[src/rtl/datapath_pkg.sv]
// Shared types for the single-bus datapath: ALU opcodes, bus source offsets
// and the MUL/DIV sequencer state.
package datapath_pkg;

  typedef enum logic [3:0] {
    ALU_ADD  = 4'd0,
    ALU_SUB  = 4'd1,
    ALU_AND  = 4'd2,
    ALU_OR   = 4'd3,
    ALU_SHR  = 4'd4,
    ALU_SHRA = 4'd5,
    ALU_SHL  = 4'd6,
    ALU_ROR  = 4'd7,
    ALU_ROL  = 4'd8,
    ALU_NEG  = 4'd9,
    ALU_NOT  = 4'd10,
    ALU_MUL  = 4'd11,
    ALU_DIV  = 4'd12
  } alu_op_t;

  // Bus source offsets, counted after the NUM_REGS general registers.
  localparam int SRC_HI     = 0;
  localparam int SRC_LO     = 1;
  localparam int SRC_ZHI    = 2;
  localparam int SRC_ZLO    = 3;
  localparam int SRC_PC     = 4;
  localparam int SRC_MDR    = 5;
  localparam int SRC_INPORT = 6;
  localparam int SRC_C      = 7;
  localparam int SRC_FIXED  = 8;

  typedef enum logic [1:0] {
    MD_IDLE = 2'd0,
    MD_RUN  = 2'd1,
    MD_DONE = 2'd2
  } md_state_t;

endpackage

[src/rtl/Register.sv]
// Plain load-enabled register with asynchronous clear.
module Register #(
  parameter int DATA_W = 32
) (
  input  logic              clk,
  input  logic              clr,
  input  logic              ld,
  input  logic [DATA_W-1:0] d,
  output logic [DATA_W-1:0] q
);

  always_ff @(posedge clk or posedge clr) begin
    if (clr)     q <= '0;
    else if (ld) q <= d;
  end

endmodule

[src/rtl/mul_div_unit.sv]
// Iterative signed multiply / divide: shift-add and restoring division on
// operand magnitudes, sign fix-up folded into the final RUN cycle.
module mul_div_unit
  import datapath_pkg::*;
#(
  parameter int DATA_W = 32
) (
  input  logic                     clk,
  input  logic                     rst,
  input  logic                     start,
  input  alu_op_t                  op,
  input  logic signed [DATA_W-1:0] a,
  input  logic signed [DATA_W-1:0] b,
  output logic                     busy,
  output logic                     done,
  output logic                     div_zero,
  output logic                     z_we,
  output logic        [DATA_W-1:0] z_hi,
  output logic        [DATA_W-1:0] z_lo
);

  localparam int CNT_W = $clog2(DATA_W + 1);

  md_state_t          state, state_nxt;
  logic [CNT_W-1:0]   cnt;
  logic               is_div, neg_q, neg_r, dz;
  logic [DATA_W-1:0]  acc, lo, mreg, dividend;
  logic [DATA_W-1:0]  acc_nxt, lo_nxt;
  logic [DATA_W:0]    sum, shifted, diff;
  logic [2*DATA_W-1:0] prod;
  logic               accept, last;

  function automatic logic [DATA_W-1:0] mag(input logic signed [DATA_W-1:0] v);
    return v[DATA_W-1] ? -v : v;
  endfunction

  assign accept = start && (op == ALU_MUL || op == ALU_DIV) &&
                  (state == MD_IDLE || state == MD_DONE);
  assign last   = (cnt == CNT_W'(DATA_W));

  always_ff @(posedge clk or posedge rst) begin
    if (rst) state <= MD_IDLE;
    else     state <= state_nxt;
  end

  always_comb begin
    state_nxt = state;
    case (state)
      MD_IDLE: if (accept) state_nxt = MD_RUN;
      MD_RUN:  if (last)   state_nxt = MD_DONE;
      MD_DONE: state_nxt = accept ? MD_RUN : MD_IDLE;
      default: state_nxt = MD_IDLE;
    endcase
  end

  always_comb begin
    busy = (state == MD_RUN);
    done = (state == MD_DONE);
    z_we = (state == MD_RUN) && last;
  end

  // One iteration step: MUL shifts the partial product right, DIV shifts the
  // partial remainder left and trial-subtracts the divisor magnitude.
  always_comb begin
    sum     = {1'b0, acc} + (lo[0] ? {1'b0, mreg} : '0);
    shifted = {acc, lo[DATA_W-1]};
    diff    = shifted - {1'b0, mreg};
    if (is_div) begin
      acc_nxt = diff[DATA_W] ? shifted[DATA_W-1:0] : diff[DATA_W-1:0];
      lo_nxt  = {lo[DATA_W-2:0], ~diff[DATA_W]};
    end else begin
      acc_nxt = sum[DATA_W:1];
      lo_nxt  = {sum[0], lo[DATA_W-1:1]};
    end
  end

  always_ff @(posedge clk or posedge rst) begin
    if (rst) begin
      cnt      <= '0;
      is_div   <= 1'b0;
      neg_q    <= 1'b0;
      neg_r    <= 1'b0;
      dz       <= 1'b0;
      acc      <= '0;
      lo       <= '0;
      mreg     <= '0;
      dividend <= '0;
      div_zero <= 1'b0;
    end else if (accept) begin
      cnt      <= '0;
      is_div   <= (op == ALU_DIV);
      neg_q    <= a[DATA_W-1] ^ b[DATA_W-1];
      neg_r    <= a[DATA_W-1];
      dz       <= (op == ALU_DIV) && (b == '0);
      acc      <= '0;
      lo       <= (op == ALU_DIV) ? mag(a) : mag(b);
      mreg     <= (op == ALU_DIV) ? mag(b) : mag(a);
      dividend <= a;
      div_zero <= 1'b0;
    end else if (state == MD_RUN) begin
      if (last) begin
        div_zero <= dz;
      end else begin
        cnt <= cnt + CNT_W'(1);
        acc <= acc_nxt;
        lo  <= lo_nxt;
      end
    end
  end

  always_comb begin
    prod = {acc, lo};
    z_hi = '0;
    z_lo = '0;
    if (!is_div) begin
      {z_hi, z_lo} = neg_q ? -prod : prod;
    end else if (dz) begin
      z_hi = dividend;
      z_lo = '1;
    end else begin
      z_lo = neg_q ? -lo  : lo;
      z_hi = neg_r ? -acc : acc;
    end
  end

endmodule

[src/rtl/param_bus_datapath.sv]
// Single-bus CPU datapath: general registers, special registers, priority bus
// encoder, single-cycle ALU and the iterative MUL/DIV unit writing Z.
module param_bus_datapath
  import datapath_pkg::*;
#(
  parameter int DATA_W   = 32,
  parameter int NUM_REGS = 16
) (
  input  logic                Clock,
  input  logic                Clear,
  input  logic [NUM_REGS-1:0] Rin,
  input  logic [NUM_REGS-1:0] Rout,
  input  logic                PCin,
  input  logic                PCout,
  input  logic                IRin,
  input  logic                Yin,
  input  logic                MARin,
  input  logic                MDRin,
  input  logic                MDRout,
  input  logic                HIin,
  input  logic                HIout,
  input  logic                LOin,
  input  logic                LOout,
  input  logic                Zin,
  input  logic                Zhighout,
  input  logic                Zlowout,
  input  logic                InPortout,
  input  logic                Cout,
  input  logic                Read,
  input  logic [DATA_W-1:0]   Mdatain,
  input  logic [DATA_W-1:0]   InPort,
  input  logic [DATA_W-1:0]   Cdata,
  input  alu_op_t             alu_op,
  input  logic                alu_start,
  output logic                alu_busy,
  output logic                alu_done,
  output logic                div_zero,
  output logic                bus_err,
  output logic [DATA_W-1:0]   mem_addr,
  output logic [DATA_W-1:0]   mem_wdata,
  output logic [DATA_W-1:0]   ir_out,
  output logic [DATA_W-1:0]   bus
);

  localparam int NSRC = NUM_REGS + SRC_FIXED;
  localparam int SH_W = $clog2(DATA_W);

  logic [DATA_W-1:0] r_q [NUM_REGS];
  logic [DATA_W-1:0] hi_q, lo_q, pc_q, ir_q, y_q, mar_q, mdr_q, zhi_q, zlo_q;
  logic [DATA_W-1:0] src_val [NSRC];
  logic [NSRC-1:0]   src_en;
  logic [DATA_W-1:0] bus_val, alu_res, md_hi, md_lo;
  logic              multi_drv, md_we;

  function automatic logic [DATA_W-1:0] alu_single(input alu_op_t op,
                                                   input logic [DATA_W-1:0] opa,
                                                   input logic [DATA_W-1:0] opb);
    logic [SH_W-1:0] s;
    s = opb[SH_W-1:0];
    case (op)
      ALU_ADD:  return opa + opb;
      ALU_SUB:  return opa - opb;
      ALU_AND:  return opa & opb;
      ALU_OR:   return opa | opb;
      ALU_SHR:  return opa >> s;
      ALU_SHRA: return $signed(opa) >>> s;
      ALU_SHL:  return opa << s;
      ALU_ROR:  return (opa >> s) | (opa << (DATA_W - int'(s)));
      ALU_ROL:  return (opa << s) | (opa >> (DATA_W - int'(s)));
      ALU_NEG:  return -opb;
      ALU_NOT:  return ~opb;
      default:  return '0;
    endcase
  endfunction

  for (genvar g = 0; g < NUM_REGS; g++) begin : g_gpr
    Register #(.DATA_W(DATA_W)) u_r (
      .clk(Clock), .clr(Clear), .ld(Rin[g]), .d(bus_val), .q(r_q[g])
    );
  end

  Register #(.DATA_W(DATA_W)) u_hi  (.clk(Clock), .clr(Clear), .ld(HIin),  .d(bus_val), .q(hi_q));
  Register #(.DATA_W(DATA_W)) u_lo  (.clk(Clock), .clr(Clear), .ld(LOin),  .d(bus_val), .q(lo_q));
  Register #(.DATA_W(DATA_W)) u_pc  (.clk(Clock), .clr(Clear), .ld(PCin),  .d(bus_val), .q(pc_q));
  Register #(.DATA_W(DATA_W)) u_ir  (.clk(Clock), .clr(Clear), .ld(IRin),  .d(bus_val), .q(ir_q));
  Register #(.DATA_W(DATA_W)) u_y   (.clk(Clock), .clr(Clear), .ld(Yin),   .d(bus_val), .q(y_q));
  Register #(.DATA_W(DATA_W)) u_mar (.clk(Clock), .clr(Clear), .ld(MARin), .d(bus_val), .q(mar_q));
  Register #(.DATA_W(DATA_W)) u_mdr (.clk(Clock), .clr(Clear), .ld(MDRin),
                                     .d(Read ? Mdatain : bus_val), .q(mdr_q));

  assign src_en = {Cout, InPortout, MDRout, PCout, Zlowout, Zhighout, LOout, HIout, Rout};

  always_comb begin
    for (int i = 0; i < NUM_REGS; i++) src_val[i] = r_q[i];
    src_val[NUM_REGS + SRC_HI]     = hi_q;
    src_val[NUM_REGS + SRC_LO]     = lo_q;
    src_val[NUM_REGS + SRC_ZHI]    = zhi_q;
    src_val[NUM_REGS + SRC_ZLO]    = zlo_q;
    src_val[NUM_REGS + SRC_PC]     = pc_q;
    src_val[NUM_REGS + SRC_MDR]    = mdr_q;
    src_val[NUM_REGS + SRC_INPORT] = InPort;
    src_val[NUM_REGS + SRC_C]      = Cdata;
  end

  // Scan from the top down so the lowest-index asserted source wins.
  always_comb begin
    bus_val = '0;
    for (int i = NSRC - 1; i >= 0; i--) begin
      if (src_en[i]) bus_val = src_val[i];
    end
  end

  assign multi_drv = |(src_en & (src_en - NSRC'(1)));

  always_ff @(posedge Clock or posedge Clear) begin
    if (Clear)          bus_err <= 1'b0;
    else if (multi_drv) bus_err <= 1'b1;
  end

  assign alu_res = alu_single(alu_op, y_q, bus_val);

  mul_div_unit #(.DATA_W(DATA_W)) u_md (
    .clk      (Clock),
    .rst      (Clear),
    .start    (alu_start),
    .op       (alu_op),
    .a        ($signed(y_q)),
    .b        ($signed(bus_val)),
    .busy     (alu_busy),
    .done     (alu_done),
    .div_zero (div_zero),
    .z_we     (md_we),
    .z_hi     (md_hi),
    .z_lo     (md_lo)
  );

  // Z belongs to the MUL/DIV unit while it is busy.
  always_ff @(posedge Clock or posedge Clear) begin
    if (Clear) begin
      zhi_q <= '0;
      zlo_q <= '0;
    end else if (md_we) begin
      zhi_q <= md_hi;
      zlo_q <= md_lo;
    end else if (Zin && !alu_busy) begin
      zhi_q <= '0;
      zlo_q <= alu_res;
    end
  end

  assign mem_addr  = mar_q;
  assign mem_wdata = mdr_q;
  assign ir_out    = ir_q;
  assign bus       = bus_val;

endmodule

[config.mk]
export PLATFORM = sky130hd
export DESIGN_NAME = param_bus_datapath
export DESIGN_NICKNAME = d
export VERILOG_FILES = /design/src/rtl/datapath_pkg.sv /design/src/rtl/Register.sv /design/src/rtl/mul_div_unit.sv /design/src/rtl/param_bus_datapath.sv
export SDC_FILE = /design/constraint.sdc
export NUM_CORES = 2
export LEC_CHECK = 0
export ABC_AREA = 1
export CAP_MARGIN = 10
export CORE_MARGIN = 8
export CORE_UTILIZATION = 50
export CTS_BUF_LIST = sky130_fd_sc_hd__clkbuf_2
export DETAILED_ROUTE_END_ITERATION = 8
export MAX_ROUTING_LAYER = met4
export PLACE_DENSITY = 0.68
export SLEW_MARGIN = 20
export SYNTH_ARGS = -nofsm -noshare
export SYNTH_HDL_FRONTEND = slang
export SYNTH_SLANG_ARGS = --single-unit
[constraint.sdc]
create_clock -name Clock -period 52.7 [get_ports Clock]
set_input_delay 7.905 -clock Clock [delete_from_list [all_inputs] [get_ports Clock]]
set_output_delay 7.905 -clock Clock [all_outputs]
set_load 0.03 [all_outputs]
==> impl_metrics.yaml <==
outcome:
  status: "finished with violations"
  violations: "design-rule violations"
logic_synthesis:
  synthMostInstantiatedCell: "nand2_1"
  ys_warn_count: 0
  yosys.area_share.xor_xnor: 0.01281
  synth_top_area_share: 0.3826
  synth-simple-area-share: 0.2997
  avgSynthCellArea_um2: 6.914
  synth-main-ff-cell: "dfrtp_1"
  synth_compound_area_frac: 0.2036
  synth_fp_nets: 9162
  ys_seq_area_frac: 0.3826
  async_flop_share: 1.000
  synth.cell_area_mm2: 0.06154
  synthTopCellsByArea: "dfrtp_1 38%, nand2_1 15%, o21ai_0 9.4%"
  synthMuxAreaShare: 0.0001627
  synth_adder_area_share: 0.02273
  synth_edf_count: 0
  yosysTopAreaCell: "dfrtp_1"
  ys_types: 78
  synth_common_cells: "2540 x nand2_1, 1161 x o21ai_0, 941 x dfrtp_1"
  yosys_register_bits: 941
  synth_cells: 8900
  synth_top_family_by_area: "simple AND/OR/NAND/NOR gates"
cts:
  tritoncts: "done"
  htree_num_levels: 5
  clockBufferDepth: 4
  postCtsHoldBufs: 0
  clkTransAtPathRegs_ps: 90
  numCtsBuffers: 275
  post_cts_buffers: 0
  cts.sinks: 941
  insertion_delay_ps: 1650
  root_buffer: "clkbuf_2"
  post_cts_resized: 0
critical_path:
  critical_path.max_stage_delay_ps: 820
  setup.worst_path.class: "primary input to primary output"
  slowest_stage: "clkdlybuf4s50_1"
  critPathMaxFanout: 66
  start_kind: "primary input"
  critPathArrivalTime_ps: 12800
  crit_top_cell: "nand2_1"
  required_ps: 44790
  crit_path_end_kind: "primary output"
  crit_chain: "clkdlybuf4s50_1 > inv_2 > buf_4 > nor2_1 > nor2_1 > nand2_1 > nand2_1 > nand2_1 > nand2_1 > nand2_1 > nand2_1 > nand2_1 > nand2_1 > nand2_1 > nand2_1 > nand2_4 > inv_2 > buf_4 > clkdlybuf4s50_1"
placed_design:
  dp_slack_ps: 32260
  dpl-instance-area_mm2: 0.06491
  dpl.hpwl_mm: 217.7
  numPortBuffers: 283
  place_congestion: 1.108
  dp_cells: 10350
sta:
  skew_ps: 242.2
  rsz0062_at_grt: "false"
  relSlewSlack: 0.1547
  final.setup.tns_ps: 0
  final.min_clock_period_ps: 20710
  finalSetupViolCount: 0
  fin_ws_ps: 32000
  maxSlewViolCount: 0
  fmax_mhz: 48.30
  finalHoldViolations: 0
  finalCritPeriodShare: 0.3929
  tightest_slew_ps: 1255
floorplan:
  io_pins: 284
  die_h_um: 366.8
  floorplan.die.width_um: 366.8
  core_area_mm2: 0.1220
  initial_core_util: 0.5043
  die-area_mm2: 0.1346
  placementRows: 128
finish:
  fin_area_mm2: 0.06711
  multiInputGateArea_mm2: 0.03331
  drive_above_1_share: 0.08616
  area_growth_pct: 9.054
  fin_nets: 9264
  fillers: 11980
  regArea_mm2: 0.02355
  instances_no_fill: 10805
power_and_ir_drop:
  power_density_mw_per_mm2: 32.64
  ir_worst_vdd_v: 0.00002510
  p_leak_uw: 0.03166
  power_uw: 2190
drt:
  drt_iter0_drc: 11861
  drcViolationCount: 22
  wl_met3_mm: 40.23
  dr_wl_met2_mm: 126.3
  routed_wl_mm: 306.5
  drt.antenna.violating_nets: 0
  wl_per_cell_um: 28.37
  viasPerCell: 6.409
  top_layer_used: "met4"
  vias: 69248
  met1Wirelength_mm: 115.8
  first_pass_iters: 9
min_path:
  worstHoldPathType: "flop to flop"
global_routing:
  antenna_found_initial: 21
  grt_max_degree: 178
  grt_use_total: 0.4498
  grt_pass1_wl_mm: 442.9
  grt_overflow: 0
  grt_pass1_vias: 64346
job:
  cap_violations: 0
[metal layers]
metal,GRT usage,up-vias
li1,-,30183
met1,0.5729,32674
met2,0.6293,5303
met3,0.1254,1088
met4,0.2807,0
met5,-,-
[power breakdown]
group | internal, µW | total (µW) | leakage, µW | switching [µW]
registers | 806 | 871 | 0.0116 | 64.4
logic | 203 | 794 | 0.0184 | 591
clock network | 194 | 525 | 0.00169 | 331
total | 1200 | 2190 | 0.0317 | 986
[kinds of logic (layout without fill, tap and decap cells)]
kind of cell | after synthesis | count (layout)
buf+inv | 1143 | 1400
xor+xnor | 90 | 90
compound gates | 2227 | 2227
simple gates | 4388 | 4388
fa+ha+maj | 110 | 110
other cells | 0 | 23
mux | 1 | 1
flops | 941 | 941
[path summary, 6_finish.rpt]
path / start / end / slack [ps] / cells after the start
worst max-delay path: Rout[15] / bus[1] / 32000 / 19
max in group asynchronous: Clear / g_gpr[13].u_r.q[11] / 43210 / 4
worst max register to register: u_mdr.q[0] / zlo_q[26] / 43910 / 46
worst min register to register: u_mar.q[27] / u_mar.q[27] / 490 / 2
min in group asynchronous: Clear / g_gpr[8].u_r.q[10] / 6900 / 2
worst min-delay path: u_mar.q[27] / u_mar.q[27] / 490 / 2
[flip-flops by register name, summed over array words and instances (netlist names)]
| signal | count |
|---|---|
| g_gpr.u_r.q | 512 |
| u_pc.q | 32 |
| u_md.neg_q | 1 |
| u_mar.q | 32 |
| u_mdr.q | 32 |
| u_md.div_zero | 1 |
| zhi_q | 32 |
| u_md.is_div | 1 |
| u_md.cnt | 6 |
| u_md.acc | 32 |
| u_hi.q | 32 |
| u_md.mreg | 32 |
| u_ir.q | 32 |
| u_y.q | 32 |
| u_md.lo | 32 |
| u_md.dividend | 32 |
| zlo_q | 32 |
| u_lo.q | 32 |
| bus_err | 1 |
| u_md.dz | 1 |
| u_md.state | 2 |
[layout by cell type, fill, tap and decap left out, types with 20 or more instances in the layout]
master / n
or2_2: 41
nor3_1: 78
inv_1: 448
a31oi_1: 47
nand2_4: 20
nand3_1: 776
clkdlybuf4s50_1: 281
o21ai_1: 78
o22ai_1: 31
a221oi_1: 149
nand4_1: 43
nor2_1: 743
o21ai_0: 1159
nor4_1: 22
dfrtp_1: 938
clkbuf_2: 376
nand2_2: 49
diode_2: 23
clkinv_1: 74
buf_4: 151
a211oi_1: 21
xor2_1: 81
a22oi_1: 36
inv_2: 50
a21oi_1: 520
o221ai_1: 21
o211ai_1: 64
ha_1: 106
nand2_1: 2535
[stage by stage]
| stage | hold WS [ps] | utilization |
|---|---|---|
| 4_1_cts | 491.6 | 0.5494 |
| 2_1_floorplan | 445.7 | - |
| 3_3_place_gp | 458.7 | 0.5319 |
| 6_report | 490.9 | 0.5499 |
| 3_5_place_dp | 466.8 | 0.5319 |
| 5_1_grt | 503.9 | 0.5498 |
[area by class of cell]
| cell class | count | area share |
|---|---|---|
| antenna | 23 | 0.0008576 |
| clock buffer | 376 | 0.02804 |
| clock inverter | 56 | 0.003747 |
| inverter | 530 | 0.02990 |
| multi-input combinational | 6816 | 0.4963 |
| sequential | 941 | 0.3509 |
| tap | 1625 | 0.03030 |
| timing repair buffer | 438 | 0.05988 |
[critical path: cells and delay by family]
family	cells	cell delay, ps
simple gates	13	1600
buf+inv	6	3150
No activity file was read; power rests on OpenSTA's default activity.
